$ cat config.mk
export PLATFORM = sky130hd
export DESIGN_NAME = timer_update_ctrl
export DESIGN_NICKNAME = d
export VERILOG_FILES = /design/src/rtl/timer_update_ctrl.sv
export SDC_FILE = /design/constraint.sdc
export NUM_CORES = 1
export LEC_CHECK = 0
export CAP_MARGIN = 5
export CORE_ASPECT_RATIO = 0.8
export CORE_MARGIN = 8
export CORE_UTILIZATION = 35
export CTS_BUF_LIST = sky130_fd_sc_hd__clkbuf_8
export DETAILED_ROUTE_END_ITERATION = 8
export PLACE_DENSITY_LB_ADDON = 0.05
export SLEW_MARGIN = 20
export SYNTH_ARGS = -nofsm -noshare
export SYNTH_HDL_FRONTEND = slang
export SYNTH_SLANG_ARGS = --single-unit
$ cat constraint.sdc
create_clock -name clk -period 3.8 [get_ports clk]
set_input_delay 0.38 -clock clk [delete_from_list [all_inputs] [get_ports clk]]
set_output_delay 0.38 -clock clk [all_outputs]
set_load 0.05 [all_outputs]
$ cat src/rtl/timer_update_ctrl.sv
// Prescaler, ARR preload/shadow pair and update-event sequencing for the timer counter.
// Define TIM_OPM_EN to build in one-pulse mode (otherwise opm_i is ignored, cen_clr_o tied low).
module timer_update_ctrl #(
  parameter int WIDTH     = 16,
  parameter int PSC_WIDTH = 16
) (
  input  logic                 clk,
  input  logic                 rst_n,
  input  logic                 cen_i,
  input  logic                 arpe_i,
  input  logic                 udis_i,
  input  logic                 opm_i,
  input  logic                 ug_i,
  input  logic                 arr_wr_i,
  input  logic [WIDTH-1:0]     arr_wdata_i,
  input  logic                 psc_wr_i,
  input  logic [PSC_WIDTH-1:0] psc_wdata_i,
  input  logic                 uif_clr_i,
  input  logic [WIDTH-1:0]     count_i,
  output logic                 cnt_tick_o,
  output logic                 cnt_clr_o,
  output logic [WIDTH-1:0]     arr_o,
  output logic                 uev_o,
  output logic                 uif_o,
  output logic                 running_o,
  output logic                 cen_clr_o
);

  logic [PSC_WIDTH-1:0] psc_cnt;
  logic [PSC_WIDTH-1:0] psc_active;
  logic [PSC_WIDTH-1:0] psc_preload;
  logic [WIDTH-1:0]     arr_preload;
  logic [WIDTH-1:0]     arr_shadow;
  logic                 uif;
  logic                 uev_q;
  logic                 cnt_clr_q;
  logic                 opm_stop;

  logic                 running;
  logic                 psc_wrap;
  logic                 tick;
  logic                 overflow;
  logic                 overflow_uev;
  logic                 uev;

  logic [PSC_WIDTH-1:0] psc_cnt_next;
  logic [PSC_WIDTH-1:0] psc_active_next;
  logic [PSC_WIDTH-1:0] psc_preload_next;
  logic [WIDTH-1:0]     arr_preload_next;
  logic [WIDTH-1:0]     arr_shadow_next;
  logic                 uif_next;

  assign running      = cen_i & ~opm_stop;
  assign psc_wrap     = (psc_cnt == psc_active);
  assign tick         = running & psc_wrap;
  assign overflow     = tick & (count_i >= arr_shadow);
  assign overflow_uev = overflow & ~udis_i;
  assign uev          = overflow_uev | ug_i;

  // Prescaler: software update restarts the period even when stopped.
  always_comb begin
    psc_cnt_next = psc_cnt;
    if (ug_i) begin
      psc_cnt_next = '0;
    end else if (running) begin
      if (psc_wrap) begin
        psc_cnt_next = '0;
      end else begin
        psc_cnt_next = psc_cnt + 1'b1;
      end
    end
  end

  always_comb begin
    psc_preload_next = psc_preload;
    psc_active_next  = psc_active;
    if (psc_wr_i) begin
      psc_preload_next = psc_wdata_i;
    end
    if (uev) begin
      psc_active_next = psc_wr_i ? psc_wdata_i : psc_preload;
    end
  end

  // A direct (non-preloaded) write always beats a concurrent update transfer.
  always_comb begin
    arr_preload_next = arr_preload;
    arr_shadow_next  = arr_shadow;
    if (arr_wr_i) begin
      arr_preload_next = arr_wdata_i;
    end
    if (arr_wr_i && !arpe_i) begin
      arr_shadow_next = arr_wdata_i;
    end else if (uev && arpe_i) begin
      arr_shadow_next = arr_wr_i ? arr_wdata_i : arr_preload;
    end
  end

  always_comb begin
    uif_next = uif;
    if (uev) begin
      uif_next = 1'b1;
    end else if (uif_clr_i) begin
      uif_next = 1'b0;
    end
  end

  always_ff @(posedge clk or negedge rst_n) begin
    if (!rst_n) begin
      psc_cnt     <= '0;
      psc_active  <= '0;
      psc_preload <= '0;
    end else begin
      psc_cnt     <= psc_cnt_next;
      psc_active  <= psc_active_next;
      psc_preload <= psc_preload_next;
    end
  end

  always_ff @(posedge clk or negedge rst_n) begin
    if (!rst_n) begin
      arr_preload <= {WIDTH{1'b1}};
      arr_shadow  <= {WIDTH{1'b1}};
      uif         <= 1'b0;
    end else begin
      arr_preload <= arr_preload_next;
      arr_shadow  <= arr_shadow_next;
      uif         <= uif_next;
    end
  end

  always_ff @(posedge clk or negedge rst_n) begin
    if (!rst_n) begin
      uev_q     <= 1'b0;
      cnt_clr_q <= 1'b0;
    end else begin
      uev_q     <= uev;
      cnt_clr_q <= ug_i;
    end
  end

`ifdef TIM_OPM_EN
  typedef enum logic {
    OPM_ARMED   = 1'b0,
    OPM_STOPPED = 1'b1
  } opm_state_t;

  opm_state_t opm_state;
  opm_state_t opm_state_next;
  logic       opm_fire;
  logic       cen_clr_q;

  always_ff @(posedge clk or negedge rst_n) begin
    if (!rst_n) begin
      opm_state <= OPM_ARMED;
      cen_clr_q <= 1'b0;
    end else begin
      opm_state <= opm_state_next;
      cen_clr_q <= opm_fire;
    end
  end

  // Only a genuine counter overflow ends the pulse; software updates never do.
  always_comb begin
    opm_state_next = opm_state;
    opm_fire       = 1'b0;
    case (opm_state)
      OPM_ARMED: begin
        if (overflow_uev && opm_i) begin
          opm_state_next = OPM_STOPPED;
          opm_fire       = 1'b1;
        end
      end
      OPM_STOPPED: begin
        if (!cen_i) begin
          opm_state_next = OPM_ARMED;
        end
      end
      default: begin
        opm_state_next = OPM_ARMED;
      end
    endcase
  end

  assign opm_stop  = (opm_state == OPM_STOPPED);
  assign cen_clr_o = cen_clr_q;
`else
  logic opm_unused;

  assign opm_unused = opm_i;
  assign opm_stop   = 1'b0;
  assign cen_clr_o  = 1'b0;
`endif

  assign cnt_tick_o = tick;
  assign cnt_clr_o  = cnt_clr_q;
  assign arr_o      = arr_shadow;
  assign uev_o      = uev_q;
  assign uif_o      = uif;
  assign running_o  = running;

endmodule

==> results by group, run 1 <==
Status
  – Outcome: completed

Synthesis
  – Most frequent cell after synthesis: dfrtp_1
  – Synth Area per Inst: 10.9 um2
  – Synth cell types: 40
  – Sequential share of the synthesized area: between 40% and 50%
  – Synth top cells by count: dfrtp_1, o21ai_0, dfstp_2, mux2_2, xor2_1
  – Flops & latches, synth: 83
  – Synthesized net count: just under 500
  – FFs w/ async S/R, synth: 100%
  – Syn Std Cell Area: 4410 um2
  – Predominant post-synthesis flop cell: dfrtp_1
  – Yosys Warn Count: 0
  – Top-area cell type share of the netlist area: 29.0%
  – Area leader, netlist: dfrtp_1
  – Mapped Cells: between 400 and 500
  – Leading post-synthesis cells by cell area: dfrtp_1, dfstp_2, mux2_2, o21ai_0, ha_1
  – Post-synth EDFFs: 0

CTS
  – # Post-CTS Setup Buffers: 0
  – Post-CTS sizing: 0
  – CTS hold repair buffers: 0
  – CTS tree: built
  – Worst-skew pair later-pin latency: 0.36 ns
  – Clock Sinks: between 80 and 90
  – TritonCTS buffer count: 9
  – Root buf cell: clkbuf_8
  – Clock transition at path regs: ~0.09 ns
  – Clock Tree Buf Depth: 2
  – CTS HTree Levels: 3

Placement
  – Hpwl dp: 7550 um
  – Placed Instance Area: approximately 5300 um2
  – # port buffers: 77
  – Pre-CTS WS: between 0.6 and 0.7 ns
  – Routability-driven placement congestion ratio: between 0.7 and 0.8

Detailed routing
  – WL final: 10600 um
  – Routed Antenna Nets: 0
  – Wirelength per Cell: between 15 and 20 um
  – DRT iter0 DRCs: 136
  – Vias: between 3000 and 4000
  – DR pass1 iterations: 4
  – Number of remaining DRC errors: 0
  – DR vias/cell: slightly below 5

Timing
  – Unrepaired setup endpoints after global routing: false
  – Fmax: 0.323 GHz
  – # setup viols final: 0
  – Max Slew Vio Count: 0
  – Fin. Hold Viols: 0
  – Slew @ Worst Pin: approximately 0.9 ns
  – Skew final: about 0.0095 ns
  – Final period util: 81.5%
  – Relative slew slack: approximately two fifths
  – Shortest period the worst path allows: 3.10 ns
  – Final WS setup: about 0.7 ns
  – Total negative setup slack: 0 ns

Die
  – Die area: 16500 um2
  – Initial Util: 36.0%
  – Site Rows: 36
  – Placeable Area: ~12000 um2
  – Num ports: 80
  – Die X-Extent: about 140 um
  – Die height: between 100 and 150 um

Min path
  – Hold Crit Class: input port to asynchronous set/reset pin

Worst setup path
  – Critical path data required time: about 3.4 ns
  – Worst setup SP type: flop
  – Worst EP arrival: ~2.7 ns
  – FF-to-FF path depth: 9
  – Cells along the critical path: xor2_1, nor4_1, nand4_1, nor2_1, clkdlybuf4s50_1
  – Critical path's top delay family: simple AND/OR/NAND/NOR gates
  – Crit-path slowest cell: clkdlybuf4s50_1
  – Crit path depth: 5
  – Critical Path Sink Type: output pin
  – Critical setup path kind: flop to output pin
  – Crit-path max FO: 5
  – Largest stage delay, worst path: between 0.8 and 0.9 ns
  – Worst path bufs/invs: 1

Cells and area
  – Finished Cell Area: around 5500 um2
  – Number of diodes: 0
  – Layout cell share with drive strength beyond 1: between 20 and 25%
  – Fill cells: 1168
  – P&R area growth vs syn: 25.9%
  – Final #Nets: ~550

Global routing
  – Largest net degree at the start of global routing: between 60 and 70
  – Gr ovfl total: 0
  – Initial antenna violation count: 0
  – First-pass GRT wire length: ~18000 um
  – Vias in the first global route: 3416
  – GRT Resource Usage Total: between 10 and 15%

Power and ir drop
  – Static Leak: between 0.002 and 0.0025 uW
  – PwrDens: between 400 and 500 nW/um2
  – Worst vdd ir: 0.206 mV

Flow run
  – Maxcap violations: 0
-- worst paths after layout --
kind	start	endpoint	slack, ns
setup reg to reg	arr_o[15]$_DFFE_PN1P_	psc_active[14]$_DFFE_PN0P_	0.98
hold / removal	rst_n	cnt_clr_o$_DFF_PN0_	0.14
min in group clk	psc_preload[12]$_DFF_PN0_	psc_preload[12]$_DFF_PN0_	0.50
hold reg to reg	psc_preload[12]$_DFF_PN0_	psc_preload[12]$_DFF_PN0_	0.50
setup / recovery	psc_cnt[12]$_DFFE_PN0P_	cnt_tick_o	0.70
max in group asynchronous	rst_n	arr_o[7]$_DFFE_PN1P_	2.81
-- cell type report --
| type | instances | area (um2) | share of cell area (%) |
|---|---|---|---|
| multi-input combinational | 278 | 2100 | 37.9 |
| timing repair buffer | 83 | 813 | 14.7 |
| clock buffer | 9 | 124 | 2.23 |
| inverter | 23 | 86.3 | 1.56 |
| clock inverter | 7 | 92.6 | 1.67 |
| sequential | 83 | 2120 | 38.2 |
| tap | 171 | 214 | 3.86 |
-- cells in the final DEF (no fill, tap or decap), drive strengths merged, types with 4 or more instances in the layout --
master         netlist  final
clkdlybuf4s50        0     76
o21ai               56     56
dfrtp               51     51
mux2                48     48
dfstp               32     32
xor2                23     23
inv                 23     23
a21oi               21     21
nor2                20     20
ha                  17     17
mux2i               16     16
o211ai              16     16
nand2               15     15
clkbuf              16      9
nand4                8      8
buf                  6      7
nor4                 5      5
clkinv               0      5
nand3                4      4
-- logic make-up (layout without fill, tap and decap cells) --
kind of cell	after synthesis	in the layout	synth area share [%]
AND/OR/NAND/NOR	68	68	7.64
other	1	1	0.0851
buffers and inverters	45	122	4.35
multiplexers	64	64	16.6
XOR/XNOR	26	26	5.17
AO/OA/AOI/OAI	102	102	13.3
flip-flops	83	83	48.1
adder cells (fa/ha/maj)	17	17	4.83
-- power by group --
part	leakage (uW)	internal [uW]	switching, uW
Sequential	0.000967	998	63.3
Combinational	0.00128	231	271
Clock	0.000113	369	331
Total	0.00236	1600	666
-- through the flow --
step | util (%) | hold WS [ns] | cells | power, uW
6_report | 45.3 | 0.138 | 654 | 2260
3_3_place_gp | 43.5 | 0.479 | 638 | 1570
5_1_grt | 45.3 | 0.180 | 654 | 2390
2_1_floorplan | - | 0.0844 | 406 | 1390
3_5_place_dp | 43.5 | 0.482 | 638 | 1590
4_1_cts | 45.3 | 0.158 | 654 | 2300
-- per-layer routing --
metal	track usage, %	vias to the layer above	wire length, um
met5	0	-	0
met4	4.07	0	111
met3	3.88	9	576
met2	21.4	71	4710
met1	18.2	1546	5190
li1	-	1584	-
-- flip-flops by register name (all words and copies together) (netlist names) --
name         count
uev_o            1
psc_cnt         16
cnt_clr_o        1
arr_preload     16
uif_o            1
arr_o           16
psc_active      16
psc_preload     16
Note: power is estimated with default switching activity, not from simulation.
==> run 2: changes to the inputs <==
- clock period: 3.8 -> 2.55 ns (I/O delays scaled with it)
==> results by group, run 2 (synthesized netlist as in run 1, its figures left out) <==
Status
  – Outcome: completed

Detailed routing
  – Number of remaining DRC errors: 0 (unchanged)
  – Wirelength per Cell: 16.2 um (+0.20%)
  – DR pass1 iterations: 4 (unchanged)
  – Routed Antenna Nets: 0 (unchanged)
  – DRT iter0 DRCs: 148 (+8.8%)
  – DR vias/cell: 4.90 (-0.22%)
  – WL final: 10900 um (+3.1%)
  – Vias: 3296 (+2.7%)

CTS
  – TritonCTS buffer count: 9 (unchanged)
  – Clock Tree Buf Depth: 2 (unchanged)
  – Clock Sinks: 83 (unchanged)
  – CTS tree: built
  – Root buf cell: clkbuf_8
  – Worst-skew pair later-pin latency: 0.36 ns (about the same)
  – Clock transition at path regs: 0.08 ns (about the same)
  – CTS HTree Levels: 3 (unchanged)

Timing
  – Slew @ Worst Pin: 0.827 ns (-0.0561 ns)
  – Unrepaired setup endpoints after global routing: true
  – Max Slew Vio Count: 0 (unchanged)
  – Final period util: ~100%
  – Fmax: between 0.3 and 0.4 GHz
  – Relative slew slack: 44.8% (+3.7 points)
  – Hold slack: 0.408 ns (+0.269 ns)
  – # setup viols final: 0 (unchanged)
  – Fin. Hold Viols: 0 (unchanged)
  – Skew final: 0.0113 ns (+0.00184 ns)
  – Shortest period the worst path allows: around 2.5 ns

Cells and area
  – Finished Cell Area: 5830 um2 (+5.0%)
  – Number of diodes: 0 (unchanged)
  – Final core utilization: 47.5% (+2.3 points)
  – Commonest non-fill, non-tap cells in the layout: clkdlybuf4s50_1, dfrtp_1, o21ai_0
  – P&R area growth vs syn: 32.2%
  – Most common cell after layout, fill and taps aside: clkdlybuf4s50_1
  – Layout cell share with drive strength beyond 1: 27.1% (+6.8 points)
  – Final #Nets: 572 (+3.4%)

Worst setup path
  – Crit-path slowest cell: dfstp_2
  – Critical setup path kind: flop to flop
  – FF-to-FF path depth: 8 (-1)
  – Critical path data required time: 2.80 ns (-0.62 ns)
  – Critical Path Sink Type: flop
  – Worst EP arrival: 2.79 ns (+0.07 ns)
  – Cells along the critical path: ha_1, nand2b_1, a2111o_1, a32oi_1, a2111o_1, nor2b_4, buf_12, mux2_4
  – Crit-path max FO: 12 (+7)
  – Crit-path most repeated cell: a2111o_1
  – Worst setup SP type: flop
  – Largest stage delay, worst path: 0.54 ns (-0.31 ns)

Die
  – Initial Util: 36.0% (unchanged)
  – Die X-Extent: 141 um (unchanged)
  – Placeable Area: 12300 um2 (unchanged)
  – Die height: 116 um (unchanged)
  – Die area: 16500 um2 (unchanged)
  – Site Rows: 36 (unchanged)
  – Num ports: 80 (unchanged)

Global routing
  – First-pass GRT wire length: 18100 um (+2.0%)
  – Gr ovfl total: 0 (unchanged)
  – Largest net degree at the start of global routing: 49 (-28%)
  – Vias in the first global route: 3514 (+2.9%)
  – Initial antenna violation count: 0 (unchanged)
  – GRT Resource Usage Total: 14.1% (+0.38 points)

Placement
  – # port buffers: 77 (unchanged)
  – Routability-driven placement congestion ratio: 0.771 (+0.22%)
  – Placed Instance Area: 5510 um2 (+3.4%)
  – Hpwl dp: 7890 um (+4.4%)

Min path
  – Hold Crit Class: input port to asynchronous set/reset pin

Power and ir drop
  – PwrDens: 580 nW/um2 (+42%)
  – Static Leak: 0.00250 uW (+6.1%)
  – Total chip power: 3380 uW (+49%)
  – Worst vdd ir: 0.254 mV (+23%)

Flow run
  – Maxcap violations: 0 (unchanged)
-- run 2: per-layer routing --
layer  wire length [um]  share of wire [%]  track usage (%)
met1               5520                 50             18.7
met4                123                1.1             3.64
met3                536                4.9             4.70
met5                  0                  0                0
met2               4750                 43             21.7
-- run 2: power by group --
group | total, uW | switching (uW) | internal (uW)
Combinational | 857 | 444 | 413
Sequential | 1570 | 84.5 | 1490
Clock | 953 | 482 | 471
-- run 2: final timing paths --
| kind | slack [ns] | to | start |
|---|---|---|---|
| setup reg to reg | 0.007 | psc_active[1]$_DFFE_PN0P_ | arr_o[0]$_DFFE_PN1P_ |
| hold / removal | 0.41 | psc_cnt[14]$_DFFE_PN0P_ | rst_n |
| hold reg to reg | 0.50 | psc_preload[10]$_DFF_PN0_ | psc_preload[10]$_DFF_PN0_ |
| max in group asynchronous | 1.48 | arr_preload[7]$_DFF_PN1_ | rst_n |
| min in group clk | 0.45 | uif_o$_DFFE_PN0P_ | uif_clr_i |
| setup / recovery | 0.007 | psc_active[1]$_DFFE_PN0P_ | arr_o[0]$_DFFE_PN1P_ |
-- run 2: critical path: cells and delay by family (launching register included) --
family | cells | cell delay (ns)
compound gates | 3 | 0.83
fa+ha+maj | 1 | 0.22
buf+inv | 1 | 0.18
flops | 1 | 0.54
mux | 1 | 0.30
simple gates | 2 | 0.35
-- run 2: layout make-up --
class	count	area, um2
Timing Repair Buffer	102	1010
Fill cell	1152	6430
Tap cell	171	214
Sequential cell	83	2120
Clock inverter	6	56.3
Clock buffer	10	138
Multi-Input combinational cell	278	2210
Inverter	23	86.3
-- run 2: per-stage QoR --
stage,worst slack (ns),setup TNS [ns],instances
floorplan,-0.192,-2.03,406
global placement,-0.233,-5.02,655
detailed placement,-0.252,-5.38,655
CTS,-0.00242,-0.00392,672
global route,-0.0938,-1.23,673
finish,0.00733,0,673
-- run 2: timing repair --
| action | CTS | global route |
|---|---|---|
| gates cloned | 0 | 0 |
| endpoints found under the setup margin | 16 | 31 |
| pin swaps | 1 | 1 |
| setup buffers | 1 | 2 |
| gates resized for setup | 10 | 9 |
| endpoints found under the hold margin | 28 | 0 |
| hold buffers | 1 | 0 |
